## config.mk

```make
export PLATFORM = sky130hd
export DESIGN_NAME = operand_fetch
export DESIGN_NICKNAME = d
export VERILOG_FILES = /design/src/rtl/cpu_pkg.sv /design/src/rtl/reg_scoreboard.sv /design/src/rtl/operand_fetch.sv
export SDC_FILE = /design/constraint.sdc
export NUM_CORES = 1
export LEC_CHECK = 0
export CAP_MARGIN = 20
export CORE_ASPECT_RATIO = 0.8
export CORE_MARGIN = 2
export CORE_UTILIZATION = 50
export DETAILED_ROUTE_END_ITERATION = 16
export DONT_BUFFER_PORTS = 1
export HOLD_SLACK_MARGIN = 0.1
export PLACE_DENSITY = 0.73
export SLEW_MARGIN = 5
export SYNTH_ARGS = -nofsm -noshare
export SYNTH_HDL_FRONTEND = slang
export SYNTH_HIERARCHICAL = 1
export SYNTH_SLANG_ARGS = --single-unit
```

## constraint.sdc

```tcl
create_clock -name clk -period 7.51 [get_ports clk]
set_clock_uncertainty 0.1 [all_clocks]
set_input_delay 1.502 -clock clk [delete_from_list [all_inputs] [get_ports clk]]
set_output_delay 1.502 -clock clk [all_outputs]
set_load 0.02 [all_outputs]
```

## src/rtl/cpu_pkg.sv

```systemverilog
// ---------------------------------------------------------------------------
// cpu_pkg
// Shared CPU definitions used by decode, operand fetch and execute:
//   DATA_W   - datapath width (16)
//   REG_AW   - register address width (3, eight registers)
//   OP_W     - opcode width (4)
//   NUM_REGS - number of architectural registers
//   op_e     - opcode encoding
//   reg_onehot() - one-hot decode of a register address
// ---------------------------------------------------------------------------
package cpu_pkg;

    localparam int DATA_W   = 16;
    localparam int REG_AW   = 3;
    localparam int OP_W     = 4;
    localparam int NUM_REGS = 1 << REG_AW;

    typedef enum logic [OP_W-1:0] {
        OP_ADD = 4'h0,
        OP_SUB = 4'h1,
        OP_AND = 4'h2,
        OP_OR  = 4'h3,
        OP_XOR = 4'h4,
        OP_SHL = 4'h5,
        OP_SHR = 4'h6,
        OP_LD  = 4'h7,
        OP_ST  = 4'h8,
        OP_BEQ = 4'h9,
        OP_NOP = 4'hF
    } op_e;

    function automatic logic [NUM_REGS-1:0] reg_onehot(input logic [REG_AW-1:0] a);
        logic [NUM_REGS-1:0] v;
        v    = '0;
        v[a] = 1'b1;
        return v;
    endfunction

endpackage

```

## src/rtl/reg_scoreboard.sv

```systemverilog
// ---------------------------------------------------------------------------
// reg_scoreboard
// Tracks which registers have a write in flight beyond operand fetch and
// answers hazard queries for the instruction currently being decoded.
//
// Build option: OPERAND_FWD_EN -- when defined, a source register that is
// being written back in this very cycle is forwarded instead of stalling.
//
// Ports:
//   clk, rst            clock, synchronous active-high reset
//   set_en, set_rd      mark set_rd pending (instruction left for execute)
//   clr_en, clr_rd      clear clr_rd pending (writeback retires)
//   src_a, src_b        source registers of the incoming instruction
//   dst, dst_wr         destination of the incoming instruction
//   stage_valid/wr/rd   contents of the output stage (not yet pending)
//   hazard_a, hazard_b  source cannot be read yet
//   waw                 destination collides with an in-flight write
//   fwd_a, fwd_b        source must take the writeback data this cycle
// ---------------------------------------------------------------------------
module reg_scoreboard
    import cpu_pkg::*;
(
    input  logic              clk,
    input  logic              rst,
    input  logic              set_en,
    input  logic [REG_AW-1:0] set_rd,
    input  logic              clr_en,
    input  logic [REG_AW-1:0] clr_rd,
    input  logic [REG_AW-1:0] src_a,
    input  logic [REG_AW-1:0] src_b,
    input  logic [REG_AW-1:0] dst,
    input  logic              dst_wr,
    input  logic              stage_valid,
    input  logic              stage_wr,
    input  logic [REG_AW-1:0] stage_rd,
    output logic              hazard_a,
    output logic              hazard_b,
    output logic              waw,
    output logic              fwd_a,
    output logic              fwd_b
);

    logic [NUM_REGS-1:0] pending;
    logic [NUM_REGS-1:0] set_mask;
    logic [NUM_REGS-1:0] clr_mask;
    logic                stage_writes;

    assign set_mask = set_en ? reg_onehot(set_rd) : '0;
    assign clr_mask = clr_en ? reg_onehot(clr_rd) : '0;

    // Clear first, then OR in the set: a register that retires and is
    // re-issued in the same cycle stays pending.
    always_ff @(posedge clk) begin
        if (rst) begin
            pending <= '0;
        end else begin
            pending <= (pending & ~clr_mask) | set_mask;
        end
    end

    assign stage_writes = stage_valid & stage_wr;

`ifdef OPERAND_FWD_EN
    assign fwd_a = clr_en & (clr_rd == src_a);
    assign fwd_b = clr_en & (clr_rd == src_b);
`else
    assign fwd_a = 1'b0;
    assign fwd_b = 1'b0;
`endif

    // The output stage has not set its pending bit yet, so it is checked
    // separately; forwarding cannot cover it because its value is not
    // on the writeback port.
    assign hazard_a = (pending[src_a] & ~fwd_a) | (stage_writes & (stage_rd == src_a));
    assign hazard_b = (pending[src_b] & ~fwd_b) | (stage_writes & (stage_rd == src_b));

    assign waw = dst_wr & (pending[dst] | (stage_writes & (stage_rd == dst)));

endmodule

```

## src/rtl/operand_fetch.sv

```systemverilog
// ---------------------------------------------------------------------------
// operand_fetch
// Reads both source operands of a decoded instruction from the register
// file, holds back instructions with RAW/WAW hazards against in-flight
// writes, and presents op/rd/operands to execute through a one-entry
// output register (one cycle of latency).
//
// Build option: OPERAND_FWD_EN -- when defined, operands being written back
// in the current cycle are taken from wb_wd rather than stalling.
//
// Handshakes: a transfer happens on a rising edge where valid & ready are
// both high. valid, once raised, stays high with stable payload until the
// transfer; ready may depend combinationally on the receiving side.
//
// Ports:
//   clk, rst                   clock, synchronous active-high reset
//   in_valid, in_ready         decoded-instruction handshake
//   in_op, in_ra, in_rb,
//   in_rd, in_wr               decoded instruction fields
//   rf_a1, rf_a2               register-file read addresses (= in_ra/in_rb)
//   rf_rd1, rf_rd2             register-file read data (combinational)
//   wb_we, wb_a3, wb_wd        snooped register-file write port
//   flush                      kill the output-stage instruction
//   out_valid, out_ready       execute handshake
//   out_op, out_rd, out_wr,
//   out_opa, out_opb           instruction presented to execute
// ---------------------------------------------------------------------------
module operand_fetch
    import cpu_pkg::*;
(
    input  logic              clk,
    input  logic              rst,
    input  logic              in_valid,
    output logic              in_ready,
    input  logic [OP_W-1:0]   in_op,
    input  logic [REG_AW-1:0] in_ra,
    input  logic [REG_AW-1:0] in_rb,
    input  logic [REG_AW-1:0] in_rd,
    input  logic              in_wr,
    output logic [REG_AW-1:0] rf_a1,
    output logic [REG_AW-1:0] rf_a2,
    input  logic [DATA_W-1:0] rf_rd1,
    input  logic [DATA_W-1:0] rf_rd2,
    input  logic              wb_we,
    input  logic [REG_AW-1:0] wb_a3,
    input  logic [DATA_W-1:0] wb_wd,
    input  logic              flush,
    output logic              out_valid,
    input  logic              out_ready,
    output logic [OP_W-1:0]   out_op,
    output logic [REG_AW-1:0] out_rd,
    output logic              out_wr,
    output logic [DATA_W-1:0] out_opa,
    output logic [DATA_W-1:0] out_opb
);

    logic              hazard_a;
    logic              hazard_b;
    logic              waw;
    logic              fwd_a;
    logic              fwd_b;
    logic              out_fire;
    logic              in_fire;
    logic [DATA_W-1:0] opa_next;
    logic [DATA_W-1:0] opb_next;

    assign rf_a1 = in_ra;
    assign rf_a2 = in_rb;

    // A flushed instruction never reaches execute, so it must not mark its
    // destination pending (nothing would ever retire it).
    assign out_fire = out_valid & out_ready & ~flush;

    reg_scoreboard u_sb (
        .clk         (clk),
        .rst         (rst),
        .set_en      (out_fire & out_wr),
        .set_rd      (out_rd),
        .clr_en      (wb_we),
        .clr_rd      (wb_a3),
        .src_a       (in_ra),
        .src_b       (in_rb),
        .dst         (in_rd),
        .dst_wr      (in_wr),
        .stage_valid (out_valid),
        .stage_wr    (out_wr),
        .stage_rd    (out_rd),
        .hazard_a    (hazard_a),
        .hazard_b    (hazard_b),
        .waw         (waw),
        .fwd_a       (fwd_a),
        .fwd_b       (fwd_b)
    );

    assign in_ready = ~(hazard_a | hazard_b | waw)
                    & (~out_valid | out_ready)
                    & ~flush
                    & ~rst;

    assign in_fire = in_valid & in_ready;

    // fwd_* are tied low when forwarding is not built in.
    assign opa_next = fwd_a ? wb_wd : rf_rd1;
    assign opb_next = fwd_b ? wb_wd : rf_rd2;

    always_ff @(posedge clk) begin
        if (rst) begin
            out_valid <= 1'b0;
            out_op    <= '0;
            out_rd    <= '0;
            out_wr    <= 1'b0;
            out_opa   <= '0;
            out_opb   <= '0;
        end else if (flush) begin
            out_valid <= 1'b0;
        end else if (in_fire) begin
            out_valid <= 1'b1;
            out_op    <= in_op;
            out_rd    <= in_rd;
            out_wr    <= in_wr;
            out_opa   <= opa_next;
            out_opb   <= opb_next;
        end else if (out_ready) begin
            out_valid <= 1'b0;
        end
    end

endmodule

```

## Yosys cells after proc, flatten, opt, wreduce, memory -nomap -nowiden

Index checks and enable logic that the tools add are counted.

- Order comparisons: 7
- Multiply operators: 0
- Reduce and logical (&&, ||, !) cells: 5
- Bitwise gates (word level): 25
- Shift operators: 0
- Add/sub/neg operators: 0
- Mux-type cells: 14
- Eq/ne operators: 3
- Div/mod/pow operators: 0

Operator list:

| kind | count |
|---|---|
| $lt A3 B4 Y1 const B | 5 |
| $mux W8 | 2 |
| $and A1 B1 Y1 | 12 |
| $bmux W1 S3 | 3 |
| $eq A3 B3 Y1 | 3 |
| $and A8 B8 Y8 | 1 |
| $not A8 Y8 | 1 |
| $or A8 B8 Y8 | 1 |
| $mux W1 | 7 |
| $demux W1 S3 | 2 |
| $ge A3 B1 Y1 const B | 2 |
| $or A1 B1 Y1 | 6 |
| $not A1 Y1 | 4 |
| $logic_and A1 B1 Y1 | 2 |
| $reduce_and A2 Y1 | 1 |
| $reduce_bool A2 Y1 | 1 |
| $reduce_or A2 Y1 | 1 |

- Memory bits (read-only): 0
- Latch bits: 0
- Bits of input ports: 71
- Memory bits (writable): 0
- Output and inout bits: 48
- Memories kept: 0
- Flip-flop bits (word level): 49

## Depth between registers and ports, before layout

Gate-level depths: netlist of run 1.

- Depth after elaboration: 11
- Mapped depth: 8
- Depth with buffers taken out: 6

## Modules after synthesis

Netlist of run 1, hierarchy kept.

Modules (own cells, without submodules):

| module | cells each | instances | area an instance (µm²) | sequential area each (µm²) |
|---|---|---|---|---|
| operand_fetch | 193 | 1 | 1,945.6 | 820.8 |
| reg_scoreboard | 70 | 1 | 653.1 | 160.2 |

## Worst setup path after synthesis of run 1

Ideal clock, no wire load.

- Path type: input-to-output
- Start: input in_rb[0]
- End: output in_ready
- Data required time: 5.908 ns
- Path buffers: 1
- Data arrival time: 3.520 ns
- Stages: 7
- Slack: 2.388 ns
- Cells stage by stage: mux4_2 a41oi_1 a22oi_1 nor2_1 clkbuf_1 nand2_1 nor4_1

- Longest elaborated chain between the ends: 9

Ends and longest elaborated chain:

| element | RTL line | source |
|---|---|---|
| start, declared | operand_fetch.sv:37 | `input logic [REG_AW-1:0] in_rb,` |
| $bmux W1 S3 / $eq A3 B3 Y1 (equally long branches) | reg_scoreboard.sv:75 | `assign hazard_b = (pending[src_b] & ~fwd_b) \| (stage_writes & (stage_rd == src_b));` |
| $mux W1 (not written as such) / $and A1 B1 Y1 (equally long branches) | reg_scoreboard.sv:75 |  |
| $or A1 B1 Y1 (*) | reg_scoreboard.sv:75 |  |
| net hazard_b | operand_fetch.sv:58 | `logic hazard_b;` |
| $or A1 B1 Y1 (*) (2 in series) | operand_fetch.sv:95 | `assign in_ready = ~(hazard_a \| hazard_b \| waw)` |
| $not A1 Y1 (*) | operand_fetch.sv:95 |  |
| $and A1 B1 Y1 (*) | operand_fetch.sv:96 | `& (~out_valid \| out_ready)` |
| $and A1 B1 Y1 (*) | operand_fetch.sv:97 | `& ~flush` |
| $and A1 B1 Y1 (*) | operand_fetch.sv:98 | `& ~rst;` |
| end, declared | operand_fetch.sv:34 | `output logic in_ready,` |

The timed path passes the listed nets; every way through them passes the cells marked *. The select of a mux whose other input is x is not followed.

## Worst setup path after layout of run 1

Ends and elaborated chain as after synthesis.

==> results.json, run 1 <==
{
  "outcome": "finished clean",
  "cp_slowest_cell": "nor4_1",
  "fillCellCount": 467,
  "period_minus_slack_ns": 5.13,
  "utilization": 0.530,
  "synth_xor_area_frac": 0.0236,
  "routed_wl_um": 6430,
  "critical_path.startpoint": "in_rb[0]",
  "detail-route-antenna-nets": 0,
  "fp.dieArea_um2": 5790,
  "yosys.area_share.simple": 0.0910,
  "powerDensity_nw_per_um2": 200,
  "cp_num_cells": 7,
  "grt_overflow": 0,
  "r2r_start": "u_sb/pending[3]",
  "fp.dieW_um": 84.6,
  "row_count": 23,
  "seq_area_frac_synth": 0.377,
  "crit_fanout": 35,
  "start_util": 0.519,
  "post_cts_buffers": 0,
  "cts-resized-gates": 0,
  "max_cap_viol_count": 0,
  "crit_end": "in_ready",
  "rsz0062_at_grt": "false",
  "holdCritPathClass": "reg2reg",
  "gp_congestion": 0.819,
  "synth-edff-count": 0,
  "cts.sinks": 49,
  "placed_cell_area_um2": 2540,
  "grt_max_degree": 52,
  "async_reset_ff_frac": 0,
  "drc": 0,
  "ir_drop_uv": 130,
  "area_delta_synth_final_pct": 2.21,
  "cts_tree": "yes",
  "worstRegToRegCells": 8,
  "setup.worst_path.end_class": "primary output",
  "fmax_mhz": 195,
  "clock_tree.buffer_depth": 2,
  "port_buffers": 0,
  "start_kind": "primary input",
  "synth-main-ff-cell": "dfxtp_1",
  "vias": 2055,
  "r2r-end": "out_rd[2]",
  "synthCells": 263,
  "critPathTopFamily": "simple AND/OR/NAND/NOR gates",
  "fin_crit_sh": 0.682,
  "drive_gt1_frac": 0.0615,
  "core_area_um2": 5010,
  "grt_usage": 0.212,
  "numCtsBuffers": 5,
  "antenna_found_initial": 0,
  "setup-tns-final_ns": 0,
  "insertion_delay_ns": 0.30,
  "path_buf_inv": 1,
  "ys_top_cells_by_area": "dfxtp_1, mux2i_1, a211oi_1, a31oi_1, mux4_1",
  "synthMuxAreaShare": 0.220,
  "drt_pass1_iterations": 4,
  "regArea_um2": 981,
  "p_leak_nw": 0.945,
  "nets": 314,
  "hold_viol_final": 0,
  "drtIter0Drc": 159,
  "yosys_warnings": 6,
  "slew_violations": 0,
  "num_antenna_cells": 0,
  "path_cells": "mux4_2, a41oi_1, a22oi_1, nor2_2, buf_4, nand2_1, nor4_1",
  "design_area_um2": 2660,
  "synth_top_family_by_area": "compound AO/OA/AOI/OAI gates",
  "h-tree-depth": 2,
  "fp.dieH_um": 68.5,
  "synthAdderAreaFrac": 0,
  "path_class": "in2out",
  "io_pins": 119,
  "grt_pass1_vias": 1864,
  "synth_top_area_share": 0.377,
  "syn_area_um2": 2600,
  "ys_ff_latch": 49,
  "min_from": "u_sb/pending[2]",
  "place_hpwl_um": 4440,
  "rrSetupSlack_ns": 4.04,
  "synth_most_common_cell": "dfxtp_1",
  "worstPathArrival_ns": 3.52,
  "clk_transition_reported_paths_ns": 0.10,
  "viasPerCell": 6.72,
  "worst_pin_slew_ns": 0.962,
  "required_ns": 5.91,
  "p_total_mw": 0.532,
  "wl_per_cell_um": 21.0,
  "slew_headroom": 0.352,
  "slowest_delay_ns": 0.73,
  "synth_compound_area_frac": 0.221,
  "avgSynthCellArea_um2": 9.88,
  "yosys.area.top_type": "dfxtp_1",
  "setup_viol": 0,
  "multi_input_area_um2": 1450,
  "root_buffer": "clkbuf_8",
  "hold_buffers": 0,
  "synth_common_cells": "dfxtp_1, mux2i_1, a211oi_1, a31oi_1",
  "grt_pass1_wl_um": 9690,
  "synth_cell_types": 33
}
==> layout make-up <==
cell class | count | share of cell area
Sequential cell | 49 | 0.369
Clock buffer | 6 | 0.0273
Tap cell | 62 | 0.0292
Inverter | 1 | 0.00141
Timing Repair Buffer | 4 | 0.0113
Clock inverter | 2 | 0.0146
Multi-Input combinational cell | 182 | 0.547
==> registers in the layout (all words and copies together), names as in the netlist <==
register	count
out_opb	16
out_valid	1
out_rd	3
out_opa	16
out_op	4
out_wr	1
u_sb/pending	8
==> layer usage <==
metal	routed length [um]	GRT usage
met5	0	0
met4	19	0.0357
met3	578	0.0603
met2	3070	0.357
met1	2770	0.279
==> cell usage in the layout (no fill, tap or decap), types with 2 or more instances in the layout <==
cell type	instances
mux4_2	2
xnor2_1	7
dfxtp_1	49
o21ai_0	6
nand3_1	4
a211oi_1	32
mux2_1	8
mux2i_1	33
o31ai_1	2
nand2b_1	4
a41oi_1	2
conb_1	2
buf_4	4
mux4_1	4
nor2_1	3
a22oi_1	2
nor2b_1	11
a21oi_1	8
clkbuf_8	5
nand4_1	2
nand2_1	8
a31oi_1	32
nand4b_1	2
==> metrics by stage <==
step | instances | setup WS (ns) | hold WS [ns]
finish | 306 | 2.38 | 0.430
global route | 306 | 2.26 | 0.458
CTS | 306 | 2.35 | 0.425
detailed placement | 298 | 2.35 | 0.409
global placement | 298 | 2.39 | 0.394
floorplan | 264 | 2.39 | 0.360
==> worst min-delay path by stage <==
stage	endpoint	slack, ns	cells after the start
floorplan	u_sb/pending[2]	0.36	2
global placement	u_sb/pending[7]	0.39	2
detailed placement	u_sb/pending[2]	0.41	2
CTS	u_sb/pending[2]	0.43	2
global route	u_sb/pending[4]	0.46	2
finish	u_sb/pending[2]	0.43	2
==> logic make-up (layout without fill, tap and decap cells) <==
kind of cell              after synthesis  count (layout)
DFF                                    49              49
and+or+nand+nor                        40              40
other                                   1               2
AOI/OAI and AO/OA                      86              86
xor gates and xnor gates                7               7
buffers and inverters                  33              13
muxes                                  47              47
==> worst reg2reg max path: stages, from the launching register on <==
cell and delay [ns]:
dfxtp_1 0.36, mux4_1 0.53, mux2i_1 0.15, a21boi_1 0.12
nor4b_4 0.27, buf_4 0.36, and3_1 0.71, buf_4 0.40
mux2_1 0.34
==> power breakdown <==
part	switching, mW	internal (mW)
clock network	0.0911	0.100
logic	0.0274	0.0247
registers	0.0194	0.269
total	0.138	0.394
Note: power is estimated with default switching activity, not from simulation.
==> run 2, diff against run 1 <==
clock period = 5.1 ns   (was 7.51 ns; I/O delays follow)
==> results.json, run 2 (synthesis results as in run 1) <==
{
  "outcome": "finished clean",
  "grt_pass1_vias": 1875,
  "gp_congestion": 0.830,
  "grt.busiest_layer": "met2",
  "seq_power_share": 0.588,
  "ir_drop_uv": 187,
  "p_sw_mw": 0.194,
  "required_ns": 3.98,
  "start_kind": "primary input",
  "row_count": 23,
  "io_pins": 119,
  "dp_cells": 299,
  "cp_slowest_cell": "mux4_2",
  "holdCritPathClass": "reg2reg",
  "grt_usage": 0.217,
  "drc": 0,
  "nets": 315,
  "use_met1": 0.303,
  "detail-route-antenna-nets": 0,
  "rsz0062_at_grt": "false",
  "post_cts_buffers": 0,
  "drtIter0Drc": 108,
  "cell_internal_pwr_mw": 0.528,
  "port_buffers": 0,
  "insertion_delay_ns": 0.29,
  "slew_headroom": 0.597,
  "cts_tree": "yes",
  "routed_wl_um": 6480,
  "fp.dieH_um": 68.5,
  "root_buffer": "clkbuf_8",
  "drt_pass1_iterations": 5,
  "fin_crit_sh": 0.743,
  "grt_pass1_wl_um": 9950,
  "cts.sinks": 49,
  "met2_usage": 0.341,
  "design_area_um2": 2640,
  "clk_transition_reported_paths_ns": 0.08,
  "combPwrFrac": 0.108,
  "vias": 2051,
  "swShare": 0.269,
  "numCtsBuffers": 5,
  "drive_gt1_frac": 0.0653,
  "max_cap_viol_count": 0,
  "viasPerCell": 6.68,
  "setup_viol": 0,
  "cts-resized-gates": 0,
  "most-common-layout-cells": "dfxtp_1, mux2i_1, a31oi_1, a211oi_1, nor2b_1",
  "num_antenna_cells": 0,
  "final_common_cell": "dfxtp_1",
  "start_util": 0.519,
  "grt_use_met3": 0.0676,
  "period_minus_slack_ns": 3.79,
  "pwr-share-clk": 0.304,
  "grt_overflow": 0,
  "wl_per_cell_um": 21.1,
  "h-tree-depth": 2,
  "worstPathArrival_ns": 2.67,
  "multi_input_area_um2": 1450,
  "fp.dieArea_um2": 5790,
  "core_area_um2": 5010,
  "slowest_delay_ns": 0.46,
  "setup-tns-final_ns": 0,
  "place_hpwl_um": 4480,
  "top_regs": "out_opa x16, out_opb x16, u_sb/pending x8",
  "powerDensity_nw_per_um2": 274,
  "worst_pin_slew_ns": 0.600,
  "fmax_mhz": 264,
  "grt_max_degree": 52,
  "hold_viol_final": 0,
  "regArea_um2": 981,
  "antenna_found_initial": 0,
  "path_class": "in2out",
  "setup.worst_path.end_class": "primary output",
  "hold_slack_ns": 0.420,
  "path_common_cell": "buf_4",
  "p_leak_nw": 0.940,
  "path_cells": "mux4_2, a41oi_1, a22oi_1, nor2_2, buf_4, nand2_1, nor4_1, buf_4",
  "slew_violations": 0,
  "hold_buffers": 0,
  "fp.dieW_um": 84.6,
  "clock_tree.buffer_depth": 2,
  "placed_cell_area_um2": 2550,
  "area_delta_synth_final_pct": 1.40,
  "crit_fanout": 35,
  "final_cells": 307,
  "fillCellCount": 483
}
==> run 2: cell count changes in the layout (fill, tap and decap cells not counted) <==
cell,previous run,this run
clkinv_2,0,2
bufinv_16,1,0
clkinv_4,1,0
buf_4,4,5
==> run 2: layout make-up <==
cell class	count	area share
well taps	62	0.0294
clock buffers	6	0.0275
flip-flops and latches	49	0.372
multi-input cells	182	0.551
repair buffers	5	0.0142
inverters	1	0.00142
clock inverters	2	0.00380
==> run 2: final timing paths <==
| path | startpoint | endpoint | slack [ns] | depth (start not counted) |
|---|---|---|---|---|
| min | u_sb/pending[5] | u_sb/pending[5] | 0.42 | 2 |
| max | in_rb[0] | in_ready | 1.31 | 8 |
| max reg2reg | out_rd[0] | out_op[0] | 2.08 | 8 |
| min reg2reg | u_sb/pending[5] | u_sb/pending[5] | 0.42 | 2 |
==> run 2: per-stage QoR <==
| step | total power, mW | worst slack (ns) | util |
|---|---|---|---|
| floorplan | 0.509 | 0.942 | - |
| global placement | 0.508 | 1.32 | 0.510 |
| detailed placement | 0.510 | 1.29 | 0.510 |
| CTS | 0.730 | 1.29 | 0.526 |
| global route | 0.757 | 1.05 | 0.526 |
| finish | 0.722 | 1.31 | 0.526 |
==> run 2: metal layers <==
metal	routed length (um)	vias to the layer above
met5	0	-
met4	33	0
met3	595	6
met2	3010	104
met1	2840	973
li1	-	968
==> run 2: worst max-delay path, delay by kind of cell <==
kind / cells / cell delay [ns]
AOI/OAI and AO/OA: 2 / 0.29
buffers and inverters: 2 / 0.53
muxes: 1 / 0.46
and+or+nand+nor: 3 / 0.37
==> run 2: power groups by stage <==
| stage | registers [mW] | logic, mW | clock network [mW] |
|---|---|---|---|
| 2_1_floorplan | 0.429 | 0.0792 | 0 |
| 3_3_place_gp | 0.434 | 0.0743 | 0 |
| 3_5_place_dp | 0.434 | 0.0762 | 0 |
| 4_1_cts | 0.425 | 0.0764 | 0.229 |
| 5_1_grt | 0.427 | 0.0858 | 0.245 |
| 6_report | 0.425 | 0.0778 | 0.220 |
==> run 3, diff against run 2 <==
clock period = 3.7 ns   (was 5.1 ns; I/O delays follow)
==> results.json, run 3 (synthesis results as in run 1) <==
{
  "clock_tree.buffer_depth": 2,
  "required_ns": 2.86,
  "insertion_delay_ns": 0.30,
  "p_sw_mw": 0.276,
  "holdCritPathClass": "in2reg",
  "cts.sinks": 49,
  "fillCellCount": 482,
  "grt_max_degree": 52,
  "cts_tree": "yes",
  "path_class": "reg2out",
  "highest_layer": "met4",
  "io_pins": 119,
  "ir_drop_uv": 171,
  "routed-wl-met3_um": 712,
  "drt_pass1_iterations": 4,
  "crit_fanout": 10,
  "fin_crit_sh": 0.830,
  "pwr-share-clk": 0.356,
  "max_cap_viol_count": 0,
  "wl_per_cell_um": 21.6,
  "critical_path.startpoint": "out_rd[1]",
  "slew_violations": 0,
  "final_cells": 308,
  "cts-resized-gates": 0,
  "grt_overflow": 0,
  "powerDensity_nw_per_um2": 403,
  "detail-route-antenna-nets": 0,
  "multi_input_area_um2": 1450,
  "grt_usage": 0.217,
  "swShare": 0.257,
  "seq_power_share": 0.544,
  "root_buffer": "clkbuf_8",
  "post_cts_buffers": 0,
  "core_area_um2": 5010,
  "setup_viol": 0,
  "rrSetupSlack_ns": 0.82,
  "met1_length_um": 2780,
  "drtIter0Drc": 120,
  "worst_pin_slew_ns": 0.635,
  "grt_pass1_vias": 1890,
  "port_buffers": 0,
  "nets": 316,
  "clk_transition_reported_paths_ns": 0.09,
  "top_regs": "out_opa x16, out_opb x16, u_sb/pending x8",
  "rsz0062_at_grt": "false",
  "slew_headroom": 0.573,
  "setup.worst_path.end_class": "primary output",
  "place_hpwl_um": 4620,
  "num_antenna_cells": 0,
  "path_buf_inv": 1,
  "hold_buffers": 0,
  "h-tree-depth": 2,
  "fp.dieArea_um2": 5790,
  "cell_internal_pwr_mw": 0.800,
  "dp_cells": 300,
  "setup-tns-final_ns": 0,
  "final_common_cell": "dfxtp_1",
  "antenna_found_initial": 0,
  "critPathTopFamily": "flip-flops",
  "regArea_um2": 981,
  "cp_slowest_cell": "dfxtp_1",
  "fmax_mhz": 326,
  "worstPathArrival_ns": 2.23,
  "p_leak_nw": 0.955,
  "slowest_delay_ns": 0.71,
  "path_cells": "xnor2_1, a41oi_1, a22oi_1, nor2_2, nand2_1, nor4_1, buf_4",
  "drc": 0,
  "grt_pass1_wl_um": 9880,
  "outcome": "finished clean",
  "start_util": 0.519,
  "start_kind": "flop",
  "row_count": 23,
  "r2r_start": "out_rd[1]",
  "fp.dieW_um": 84.6,
  "period_minus_slack_ns": 3.07,
  "gp_congestion": 0.787,
  "most-common-layout-cells": "dfxtp_1, mux2i_1, a31oi_1, a211oi_1, nor2b_1",
  "fp.dieH_um": 68.5,
  "numCtsBuffers": 5,
  "viasPerCell": 6.68,
  "routed_wl_um": 6660,
  "area_delta_synth_final_pct": 2.79,
  "combPwrFrac": 0.100,
  "wl_met2_um": 3160,
  "min_from": "rst",
  "drive_gt1_frac": 0.0691,
  "hold_viol_final": 0,
  "vias": 2058
}
## run 3: final cells by class
cell class / count / area share
Multi-Input combinational cell: 182 / 0.544
Sequential cell: 49 / 0.367
Tap cell: 62 / 0.0290
Clock buffer: 6 / 0.0272
Timing Repair Buffer: 6 / 0.0169
Clock inverter: 2 / 0.0145
Inverter: 1 / 0.00141
## run 3: power groups by stage
stage / registers, mW / logic [mW] / clock network (mW)
floorplan: 0.592 / 0.109 / 0
CTS: 0.586 / 0.105 / 0.396
global placement: 0.598 / 0.103 / 0
finish: 0.586 / 0.107 / 0.383
detailed placement: 0.598 / 0.105 / 0
global route: 0.588 / 0.118 / 0.413
## run 3: final timing paths
path                          end  depth (start not counted)
setup / recovery         in_ready                          7
hold / removal    u_sb/pending[7]                          1
setup reg to reg           out_wr                          8
hold reg to reg   u_sb/pending[0]                          2
## run 3: through the flow
step	cell area, um^2	hold slack (ns)	total power, mW	util	worst slack [ns]
final	2670	0.405	1.08	0.533	0.629
after global routing	2670	0.380	1.12	0.533	0.462
after CTS	2670	0.393	1.09	0.533	0.649
after detailed placement	2560	0.409	0.703	0.511	0.579
after global placement	2560	0.391	0.701	0.511	0.644
after floorplan	2600	0.360	0.701	-	0.102
## run 3: per-layer routing
metal,GRT usage,vias up
met3,0.0832,2
met5,0,-
met1,0.282,993
met4,0.0298,0
met2,0.357,95
li1,-,968
## run 3: worst register-to-register path: stages, from the launching register on
cell     delay (ns)
dfxtp_1        0.71
xnor2_1        0.19
a41oi_1        0.25
a22oi_1        0.12
nor2_2         0.13
buf_4          0.33
and3_1         0.25
buf_4          0.31
mux2_1         0.37
